## src/rtl/pads_rst_seq_pkg.sv

```systemverilog
// -----------------------------------------------------------------------------
// pads_rst_seq_pkg
// Shared definitions for the pad-ring reset sequencer. The pad-ring top and its
// testbench both use these, so state codes stay consistent everywhere.
//   STATE_W  : width of the sequencer state / debug state port
//   state_e  : sequencer state encodings (codes 5..7 are illegal)
//   max3()   : helper used to size the shared down-counter
// -----------------------------------------------------------------------------
package pads_rst_seq_pkg;

  localparam int STATE_W = 3;

  typedef enum logic [STATE_W-1:0] {
    S_HOLD    = 3'd0,
    S_CLKWAIT = 3'd1,
    S_CORERST = 3'd2,
    S_OEWAIT  = 3'd3,
    S_RUN     = 3'd4
  } state_e;

  function automatic int max3(input int a, input int b, input int c);
    int m;
    m = (a > b) ? a : b;
    return (m > c) ? m : c;
  endfunction

endpackage

```

## src/rtl/pads_rst_seq_rst_sync.sv

```systemverilog
// -----------------------------------------------------------------------------
// pads_rst_seq_rst_sync
// Reset synchroniser: asynchronous clear, synchronous release. The output goes
// high after STAGES rising edges of clk_i with rstn_i held high, and drops
// immediately (no clock needed) whenever rstn_i goes low.
// Ports:
//   clk_i        in  1  clock
//   rstn_i       in  1  raw asynchronous active-low reset
//   rst_sync_n_o out 1  synchronised active-low reset
// -----------------------------------------------------------------------------
module pads_rst_seq_rst_sync #(
  parameter int unsigned STAGES = 2
) (
  input  logic clk_i,
  input  logic rstn_i,
  output logic rst_sync_n_o
);

  logic [STAGES-1:0] sync_q;

  // A constant 1 is shifted in; only the release edge is synchronised.
  always_ff @(posedge clk_i or negedge rstn_i) begin
    if (!rstn_i) begin
      sync_q <= '0;
    end else begin
      sync_q <= {sync_q[STAGES-2:0], 1'b1};
    end
  end

  assign rst_sync_n_o = sync_q[STAGES-1];

endmodule

```

## src/rtl/pads_rst_seq.sv

```systemverilog
// -----------------------------------------------------------------------------
// pads_rst_seq
// Power-up / reset sequencer sitting directly behind the pad ring.
//   HOLD -> CLKWAIT (clock stabilisation) -> CORERST (core held in reset)
//   -> OEWAIT (core running, pads still tristated) -> RUN (pads may drive).
// A core soft-reset request in RUN re-enters CORERST, skipping the clock wait.
// Ports:
//   clk_i          in  1           core clock from clock pad
//   rstn_i         in  1           raw chip reset, async active-low
//   soft_rst_req_i in  1           core soft-reset request (only honoured in RUN)
//   pad_oe_req_i   in  N_OUT_PADS  per-pad output-enable request (1 = drive)
//   pad_oen_o      out N_OUT_PADS  pad OEN, active-low (1 = tristate)
//   core_rstn_o    out 1           core reset, async assert / sync deassert
//   ready_o        out 1           high while in RUN
//   state_o        out STATE_W     current state for debug/scan observation
// -----------------------------------------------------------------------------
module pads_rst_seq
  import pads_rst_seq_pkg::*;
#(
  parameter int unsigned SYNC_STAGES    = 2,
  parameter int unsigned CLK_STABLE_CYC = 256,
  parameter int unsigned CORE_RST_CYC   = 16,
  parameter int unsigned OE_DELAY_CYC   = 8,
  parameter int unsigned N_OUT_PADS     = 16
) (
  input  logic                  clk_i,
  input  logic                  rstn_i,
  input  logic                  soft_rst_req_i,
  input  logic [N_OUT_PADS-1:0] pad_oe_req_i,
  output logic [N_OUT_PADS-1:0] pad_oen_o,
  output logic                  core_rstn_o,
  output logic                  ready_o,
  output logic [STATE_W-1:0]    state_o
);

  localparam int CNT_W = $clog2(max3(CLK_STABLE_CYC, CORE_RST_CYC, OE_DELAY_CYC)) + 1;

  // Each timed state is loaded with N-1 on entry and exits on the edge where
  // the count reads zero, giving exactly N cycles of residency.
  localparam logic [CNT_W-1:0] CLK_LOAD  = CNT_W'(CLK_STABLE_CYC - 1);
  localparam logic [CNT_W-1:0] CORE_LOAD = CNT_W'(CORE_RST_CYC - 1);
  localparam logic [CNT_W-1:0] OE_LOAD   = CNT_W'(OE_DELAY_CYC - 1);

  logic             rst_sync_n;
  state_e           state_q, state_d;
  logic [CNT_W-1:0] cnt_q, cnt_d;
  logic             core_rstn_q, core_rstn_d;
  logic             ready_q, ready_d;
  logic             oe_gate_q, oe_gate_d;

  (* dont_touch = "true" *)
  pads_rst_seq_rst_sync #(
    .STAGES (SYNC_STAGES)
  ) u_rst_sync (
    .clk_i        (clk_i),
    .rstn_i       (rstn_i),
    .rst_sync_n_o (rst_sync_n)
  );

  // Next-state and counter logic.
  always_comb begin
    state_d = state_q;
    cnt_d   = (cnt_q != '0) ? (cnt_q - CNT_W'(1)) : cnt_q;
    case (state_q)
      S_HOLD: begin
        if (rst_sync_n) begin
          state_d = S_CLKWAIT;
          cnt_d   = CLK_LOAD;
        end
      end
      S_CLKWAIT: begin
        if (cnt_q == '0) begin
          state_d = S_CORERST;
          cnt_d   = CORE_LOAD;
        end
      end
      S_CORERST: begin
        if (cnt_q == '0) begin
          state_d = S_OEWAIT;
          cnt_d   = OE_LOAD;
        end
      end
      S_OEWAIT: begin
        if (cnt_q == '0) begin
          state_d = S_RUN;
          cnt_d   = '0;
        end
      end
      S_RUN: begin
        // Soft reset skips the clock wait: the clock is already known good.
        if (soft_rst_req_i) begin
          state_d = S_CORERST;
          cnt_d   = CORE_LOAD;
        end
      end
      default: begin
        // Corrupted state (e.g. upset or scan): restart the whole sequence.
        state_d = S_HOLD;
        cnt_d   = '0;
      end
    endcase
  end

  // Outputs are flops decoded from the next state, so they switch on the same
  // edge as the state and carry no combinational path from rstn_i.
  always_comb begin
    core_rstn_d = (state_d == S_OEWAIT) || (state_d == S_RUN);
    ready_d     = (state_d == S_RUN);
    oe_gate_d   = (state_d == S_RUN);
  end

  always_ff @(posedge clk_i or negedge rstn_i) begin
    if (!rstn_i) begin
      state_q     <= S_HOLD;
      cnt_q       <= '0;
      core_rstn_q <= 1'b0;
      ready_q     <= 1'b0;
      oe_gate_q   <= 1'b0;
    end else begin
      state_q     <= state_d;
      cnt_q       <= cnt_d;
      core_rstn_q <= core_rstn_d;
      ready_q     <= ready_d;
      oe_gate_q   <= oe_gate_d;
    end
  end

  // Single AND level per lane: requests reach the pads only while gated open.
  genvar gi;
  generate
    for (gi = 0; gi < int'(N_OUT_PADS); gi++) begin : g_oe_lane
      assign pad_oen_o[gi] = ~(pad_oe_req_i[gi] & oe_gate_q);
    end
  endgenerate

  assign core_rstn_o = core_rstn_q;
  assign ready_o     = ready_q;
  assign state_o     = state_q;

endmodule

```

## config.mk

```make
export PLATFORM = sky130hd
export DESIGN_NAME = pads_rst_seq
export DESIGN_NICKNAME = d
export VERILOG_FILES = /design/src/rtl/pads_rst_seq_pkg.sv /design/src/rtl/pads_rst_seq_rst_sync.sv /design/src/rtl/pads_rst_seq.sv
export SDC_FILE = /design/constraint.sdc
export NUM_CORES = 1
export LEC_CHECK = 0
export BUFFER_PORTS_ARGS = -buffer_cell sky130_fd_sc_hd__buf_4
export CAP_MARGIN = 25
export CORE_MARGIN = 4
export CORE_UTILIZATION = 37
export CTS_CLUSTER_SIZE = 20
export DETAILED_ROUTE_END_ITERATION = 6
export GPL_TIMING_DRIVEN = 0
export SETUP_SLACK_MARGIN = 0.2
export SLEW_MARGIN = 30
export SYNTH_ARGS = -nofsm -noshare
export SYNTH_HDL_FRONTEND = slang
export SYNTH_HIERARCHICAL = 1
export SYNTH_SLANG_ARGS = --single-unit
```

## constraint.sdc

```tcl
create_clock -name clk_i -period 3.1 [get_ports clk_i]
set_clock_uncertainty 0.1 [all_clocks]
set_input_delay 0.31 -clock clk_i [delete_from_list [all_inputs] [get_ports clk_i]]
set_output_delay 0.31 -clock clk_i [all_outputs]
set_load 0.005 [all_outputs]
```

==> results of run 1 <==
per-layer routing:
layer / vias up / GRT usage, % / wire length [µm] / share of wire [%]
li1: 502 / - / - / -
met1: 489 / 20.7 / 1130 / 42
met2: 19 / 27.6 / 1470 / 54
met3: 2 / 3.89 / 96 / 3.6
met4: 0 / 3.48 / 3 / 0.11
met5: - / 0 / 0 / 0
worst min path at each step:
stage / from / cells after the start / to
2_1_floorplan: rstn_i / 0 / cnt_q[0]
3_3_place_gp: rstn_i / 1 / cnt_q[6]
3_5_place_dp: rstn_i / 1 / cnt_q[6]
4_1_cts: soft_rst_req_i / 4 / core_rstn_o
5_1_grt: u_rst_sync/sync_q[0] / 0 / u_rst_sync/sync_q[1]
6_report: u_rst_sync/sync_q[0] / 0 / u_rst_sync/sync_q[1]
report_power, final:
group / leakage [nW] / internal [mW] / total, mW / switching [mW]
sequential: 0.193 / 0.271 / 0.354 / 0.0831
clock: 0.0138 / 0.0451 / 0.106 / 0.0609
combinational: 0.359 / 0.169 / 0.325 / 0.156
timing repair:
action | in CTS | in global routing
hold endpoints to repair | 16 | 0
buffers inserted | 0 | 0
setup endpoints to repair | 0 | 0
hold buffers | 1 | 0
final cells by class:
class                      count  area, µm²  share of cell area (%)
multi-input combinational     88        556                    40.5
sequential                    16        400                    29.2
timing repair buffer          40        303                    22.1
tap                           30       37.5                    2.74
buffer                         6       30.0                    2.19
clock buffer                   3       22.5                    1.64
inverter                       6       22.5                    1.64
flip-flops by register name (all words and copies together) (netlist names):
| signal | cells |
|---|---|
| state_o | 3 |
| core_rstn_o | 1 |
| cnt_q | 9 |
| u_rst_sync/sync_q | 2 |
| oe_gate_q | 1 |
layout by cell type (no fill, tap or decap), drive strengths merged, types with 2 or more instances in the layout:
cell and instances:
inv 6, xnor2 3, nor4 3, a31oi 2
o22ai 3, o21ai 7, clkbuf 8, dfrtp 16
or4 2, ha 3, a211oi 6, nor2 9
nor3 3, buf 40, nand2 22, a21oi 9
nor2b 2
worst max-delay path, delay by kind of cell (launching register included):
family / cells / cell delay [ps]
AO/OA/AOI/OAI: 3 / 510
adder cells (fa/ha/maj): 2 / 510
buffers and inverters: 3 / 370
flip-flops: 1 / 430
AND/OR/NAND/NOR: 2 / 570
cells by family after synthesis:
logic type               count (synthesis)  share of synthesized area (%)
AO/OA/AOI/OAI                           34                           23.6
XOR/XNOR                                 3                           2.62
adder cells (fa/ha/maj)                  3                           3.75
buffers and inverters                   12                           5.24
flip-flops                              16                           39.9
multiplexers                             1                          0.999
other                                    1                          0.374
AND/OR/NAND/NOR                         46                           23.5
==> summary.md, run 1 <==
| Metric | Value |
|---|---|
| Inserted Clock Buffers | 3 |
| Hold Crit Class | register to register |
| Input/output buffers | 39 |
| Worst setup endpoint | cnt_q[0] |
| Vias in the first global route | about 950 |
| Cells after synthesis | 116 |
| Placed Area | 1330 µm² |
| Critical path launch point | cnt_q[0] |
| Seq cells post-synth | 16 |
| Core ar. | 2520 µm² |
| Mapped Nets | 138 |
| Initial core utilization | 39.7% |
| Drt pass-1 iters | 4 |
| Synthesized cell area | between 1000 and 1500 µm² |
| Setup-failing EPs final | 0 |
| Post-synth top area cell | dfrtp_1 |
| Cell Pwr Density | roughly 570 nW/µm² |
| RSZ-0062 raised after global routing | false |
| Final worst path period share | 82.9% |
| Pwr Total | 0.785 mW |
| Crit path kind | register to register |
| Worst skew pair latency | roughly 280 ps |
| Slowest-stage cell, CP | dfrtp_1 |
| Rows | 18 |
| Crit-path max FO | 6 |
| Final TNS setup | 0 ps |
| Placed insts | 185 |
| CP Data Required Time | 3200 ps |
| Slew headroom | 52.5% |
| Initial antenna violation count | 0 |
| WL/cell | around 14 µm |
| Total Die Area | 3610 µm² |
| Synth area leaders | dfrtp_1 (40%), nand2_1 (8.2%), a211oi_1 (4.5%) |
| Synth cell types | 36 |
| Post-CTS Resized | 0 |
| Pre-CTS WS | 545 ps |
| Hold slack | 256 ps |
| Fin cells | 189 |
| CTS Root Cell | clkbuf_4 |
| # Max-Cap Violations | 0 |
| Startpoint Class | register |
| Yosys top cell area share | between 30% and 40% |
| Final hold vios | 0 |
| Aggregate global-route resource usage | about 16% |
| P_leak | 0.566 nW |
| R2R cell count | 10 |
| Post-route DRC violation count | 0 |
| Die Ht | 60.0 µm |
| Io pins | 40 |
| Count leader, synth | nand2_1 |
| Peak supply drop | 0.000419 V |
| Gp weighted congestion | 0.846 |
| Drt total wl | 2.69 mm |
| FF-to-FF End | cnt_q[0] |
| Async set or reset register ratio after synthesis | 100% |
| Crit path top cell by count | ha_1 |
| Crit path DAT | 2670 ps |
| Slew @ Worst Pin | 706 ps |
| Commonest cells in the netlist | nand2_1 (22), dfrtp_1 (16), nor2_1 (9) |
| CTS sink count | 16 |
| Reg clk slew, reported paths | 80 ps |
| TritonCTS clock tree | done |
| DP HPWL | 2.19 mm |
| CTS Buffer Depth | 2 |
| Global-route wire length before repair | between 4 and 5 mm |
| Share of post-route cells with drive strength above 1 | 32.7% |
| Htree depth | 1 |
| Net count, final | 183 |
| DR vias | 1012 |
| Post-synth EDFFs | 0 |
| Design Area, Final | 1370 µm² |
| Top_reg_cell synth | dfrtp_1 |
| Crit path capture type | register |
| Layout fillers | 238 |
| Fmax | between 0.3 and 0.4 GHz |
| Layout Utilization | 54.4% |
| Status | finished clean |
| Min setup slack post-route | ~530 ps |
| Via/cell ratio | between 5 and 6 |
| Worst-path cell chain | inv_1, ha_1, or3b_1, buf_6, nor3_4, inv_2, ha_1, a221oi_1, a211oi_1, a21oi_1 |
| YS warnings | 6 |
| Internal reg-to-reg setup slack | 530 ps |
| 1st-iter DRT viols | 35 |
| Fin. max-slew vios | 0 |
| Detail Route Antenna Nets | 0 |
| Antenna diode count | 0 |
| Largest stage delay, worst path | 430 ps |
| Tmin final | 2570 ps |
| Area growth from synthesis to layout | 36.8% |
| Mapped Avg Cell Area | 8.64 µm² |
| Remaining global-route overflow | 0 |
| Seq/Total Area, Yosys | 40.0% |
| Chip Width | ~60 µm |
| Worst r2r src | cnt_q[0] |
| Pin count of the biggest net entering global routing | 17 |
Note: power is estimated with default switching activity, not from simulation.
==> run 2: changes to the inputs <==
- ABC_AREA: default -> 1
- clock period: 3.1 -> 2.15 ns (I/O delays scaled with it)
==> run 2 against run 1 <==
Compared with the run above:
- sequential share of layout area fell by 3.6 points
- largest power group is now combinational cells
- maximum frequency rose by 41%
- synthesized cell count rose by 37%
- critical path type unchanged
- first-iteration DRC count fell by 80%
- critical endpoint unchanged
- sequential power rose by 34%
- total power rose by 78%
==> summary.md, run 2 <==
| Metric | Value |
|---|---|
| Status | finished clean |
| Initial antenna violation count | 0 (unchanged) |
| Top_reg_cell synth | dfrtp_1 |
| Post-route DRC violation count | 0 (unchanged) |
| Post-synth top area cell | dfrtp_1 |
| Crit path DAT | 1890 ps (-780 ps) |
| Tmin final | 1820 ps (-747 ps) |
| Cell Pwr Density | 895 nW/µm² (+56%) |
| Seq cells post-synth | 16 (unchanged) |
| Leading cell types in the layout, fill and taps excluded | nand2_1 (50), buf_4 (47), inv_1 (19) |
| Async set or reset register ratio after synthesis | 100% (unchanged) |
| Input/output buffers | 39 (unchanged) |
| YS warnings | 6 (unchanged) |
| Most common cell after layout, fill and taps aside | nand2_1 |
| Antenna diode count | 0 (unchanged) |
| CTS sink count | 16 (unchanged) |
| Final TNS setup | 0 ps (unchanged) |
| Synth cell types | 28 (-22%) |
| Peak supply drop | 0.000417 V (-0.30%) |
| TritonCTS clock tree | done |
| Layout Utilization | 55.8% (+1.4 points) |
| Final worst path period share | 84.8% (+1.9 points) |
| Remaining global-route overflow | 0 (unchanged) |
| Total Die Area | 3940 µm² (+9.2%) |
| Routed wl met2 | 1.28 mm (-13%) |
| Synthesized cell area | 1110 µm² (+11%) |
| Initial core utilization | 39.5% (-0.21 points) |
| Seq/Total Area, Yosys | 36.1% (-3.8 points) |
| Share of post-route cells with drive strength above 1 | 36.5% (+3.8 points) |
| Setup-failing EPs final | 0 (unchanged) |
| Largest Register | cnt_q |
| # Max-Cap Violations | 0 (unchanged) |
| Rows | 19 (+1) |
| Mapped Nets | 181 (+31%) |
| Die Ht | 62.7 µm (+4.5%) |
| Commonest cells in the netlist | nand2_1 (50), inv_1 (20), dfrtp_1 (16) |
| WL met3 | 243 µm (+150%) |
| WP buf/inv | 3 (unchanged) |
| Worst-path cell chain | inv_2, ha_4, nand2_2, nor2_4, nand3_4, buf_8, ha_1, inv_1, o21ai_1, o2111ai_1 |
| Via/cell ratio | 4.71 (-12%) |
| Gp weighted congestion | 0.911 (+7.7%) |
| DP HPWL | 2.16 mm (-1.3%) |
| Aggregate global-route resource usage | 14.5% (-1.7 points) |
| Io pins | 40 (unchanged) |
| Cell family with most CP delay | adder cells |
| Chip Width | 62.7 µm (+4.5%) |
| P_leak | 0.823 nW (+45%) |
| Drt total wl | 2.74 mm (+1.6%) |
| Top Layer Used | met4 |
| Mapped Avg Cell Area | 6.97 µm² (-19%) |
| Met1 WL | 1.18 mm (+4.6%) |
| Crit path kind | register to register |
| Hold Crit Class | primary input to register |
| CP Data Required Time | 2210 ps (-990 ps) |
| Reg clk slew, reported paths | 90 ps (about the same) |
| WL/cell | 11.3 µm (-21%) |
| Fin. max-slew vios | 0 (unchanged) |
| Vias in the first global route | 1101 (+16%) |
| RSZ-0062 raised after global routing | false |
| Core ar. | 2810 µm² (+11%) |
| Count leader, synth | nand2_1 |
| Global-route wire length before repair | 4.71 mm (+6.2%) |
| Drt pass-1 iters | 4 (unchanged) |
| DR vias | 1141 (+13%) |
| Post-synth EDFFs | 0 (unchanged) |
| Final hold vios | 0 (unchanged) |
| Synth area leaders | dfrtp_1 (36%), nand2_1 (17%), inv_1 (6.8%) |
| CTS Buffer Depth | 2 (unchanged) |
| Crit path capture type | register |
| Area growth from synthesis to layout | 41.1% |
| CTS Root Cell | clkbuf_4 |
| Worst skew pair latency | 280 ps (about the same) |
| Detail Route Antenna Nets | 0 (unchanged) |
| Yosys top cell area share | 36.1% (-3.8 points) |
| Cells after synthesis | 159 (+37%) |
| Htree depth | 1 (unchanged) |
| Slowest-stage cell, CP | dfrtp_1 |
| Max reg flops | 9 (unchanged) |
| Pin count of the biggest net entering global routing | 17 (unchanged) |
| Startpoint Class | register |
| Layout fillers | 285 (+20%) |
| Crit-path max FO | 3 (-3) |
| Inserted Clock Buffers | 3 (unchanged) |
| Fmax | 0.549 GHz (+41%) |
| Net count, final | 234 (+28%) |
| Largest stage delay, worst path | 390 ps (-40 ps) |
| 1st-iter DRT viols | 7 (-80%) |
run 2: changes by cell type after synthesis, moves of 4 or more:
cell      change
a211oi_1      -6
a21oi_1       -6
inv_1        +15
inv_2         +7
nand2_1      +28
nand2_2       +4
nand3_1      +15
nand4_1       +5
run 2: cell type report:
| type | instances | area (µm²) | area share, % |
|---|---|---|---|
| buffer | 3 | 23.8 | 1.52 |
| multi-input combinational | 112 | 597 | 38.2 |
| tap | 31 | 38.8 | 2.48 |
| sequential | 16 | 400 | 25.6 |
| clock buffer | 4 | 36.3 | 2.32 |
| timing repair buffer | 48 | 363 | 23.2 |
| inverter | 28 | 105 | 6.72 |
run 2: report_power, final:
part           switching, mW  total, mW  internal [mW]
sequential            0.0811      0.475          0.394
combinational          0.399      0.731          0.331
clock                 0.0911      0.194          0.103
run 2: layer usage:
metal / track usage, % / up-vias
li1: - / 593
met1: 16.6 / 495
met2: 25.6 / 48
met3: 4.32 / 5
met4: 4.96 / 0
met5: 0 / -
run 2: worst paths after layout:
check | from | end | slack (ps) | cells past startpoint
setup / recovery | cnt_q[0] | cnt_q[0] | 330 | 10
min in group asynchronous | rstn_i | state_o[2] | 220 | 2
max in group asynchronous | rstn_i | cnt_q[6] | 1550 | 2
setup reg to reg | cnt_q[0] | cnt_q[0] | 330 | 10
hold / removal | soft_rst_req_i | cnt_q[0] | 80 | 3
hold reg to reg | u_rst_sync/sync_q[0] | u_rst_sync/sync_q[1] | 260 | 0
run 2: stage by stage:
step | power, mW | hold WS (ps) | setup slack [ps] | instance area, µm² | cells
2_1_floorplan | 0.946 | -181 | 273 | 1110 | 159
3_3_place_gp | 1.10 | -17.0 | 87.2 | 1440 | 229
3_5_place_dp | 1.10 | -17.5 | 76.4 | 1440 | 229
4_1_cts | 1.35 | 98.8 | 238 | 1520 | 238
5_1_grt | 1.56 | 88.6 | 194 | 1560 | 242
6_report | 1.40 | 83.9 | 328 | 1560 | 242
run 2: cells by family (layout without fill, tap and decap cells):
logic type	after synthesis	in the layout	synth area share [%]
and+or+nand+nor	96	96	42.1
buffers and inverters	31	83	11.2
xor gates and xnor gates	2	2	1.58
DFF	16	16	36.1
adders and majority gates	3	3	3.39
other	1	1	0.338
AOI/OAI and AO/OA	10	10	5.31
run 2: tightest hold or removal path: stages:
cell and delay (ps):
buf_4 100, o21ai_1 60, o2111ai_1 60
run 2: repair_timing:
item,CTS,global route
resized for setup,3,5
setup buffers,4,4
hold endpoints to repair,16,0
hold buffers,1,0
endpoints found under the setup margin,1,3
pin swaps,0,2
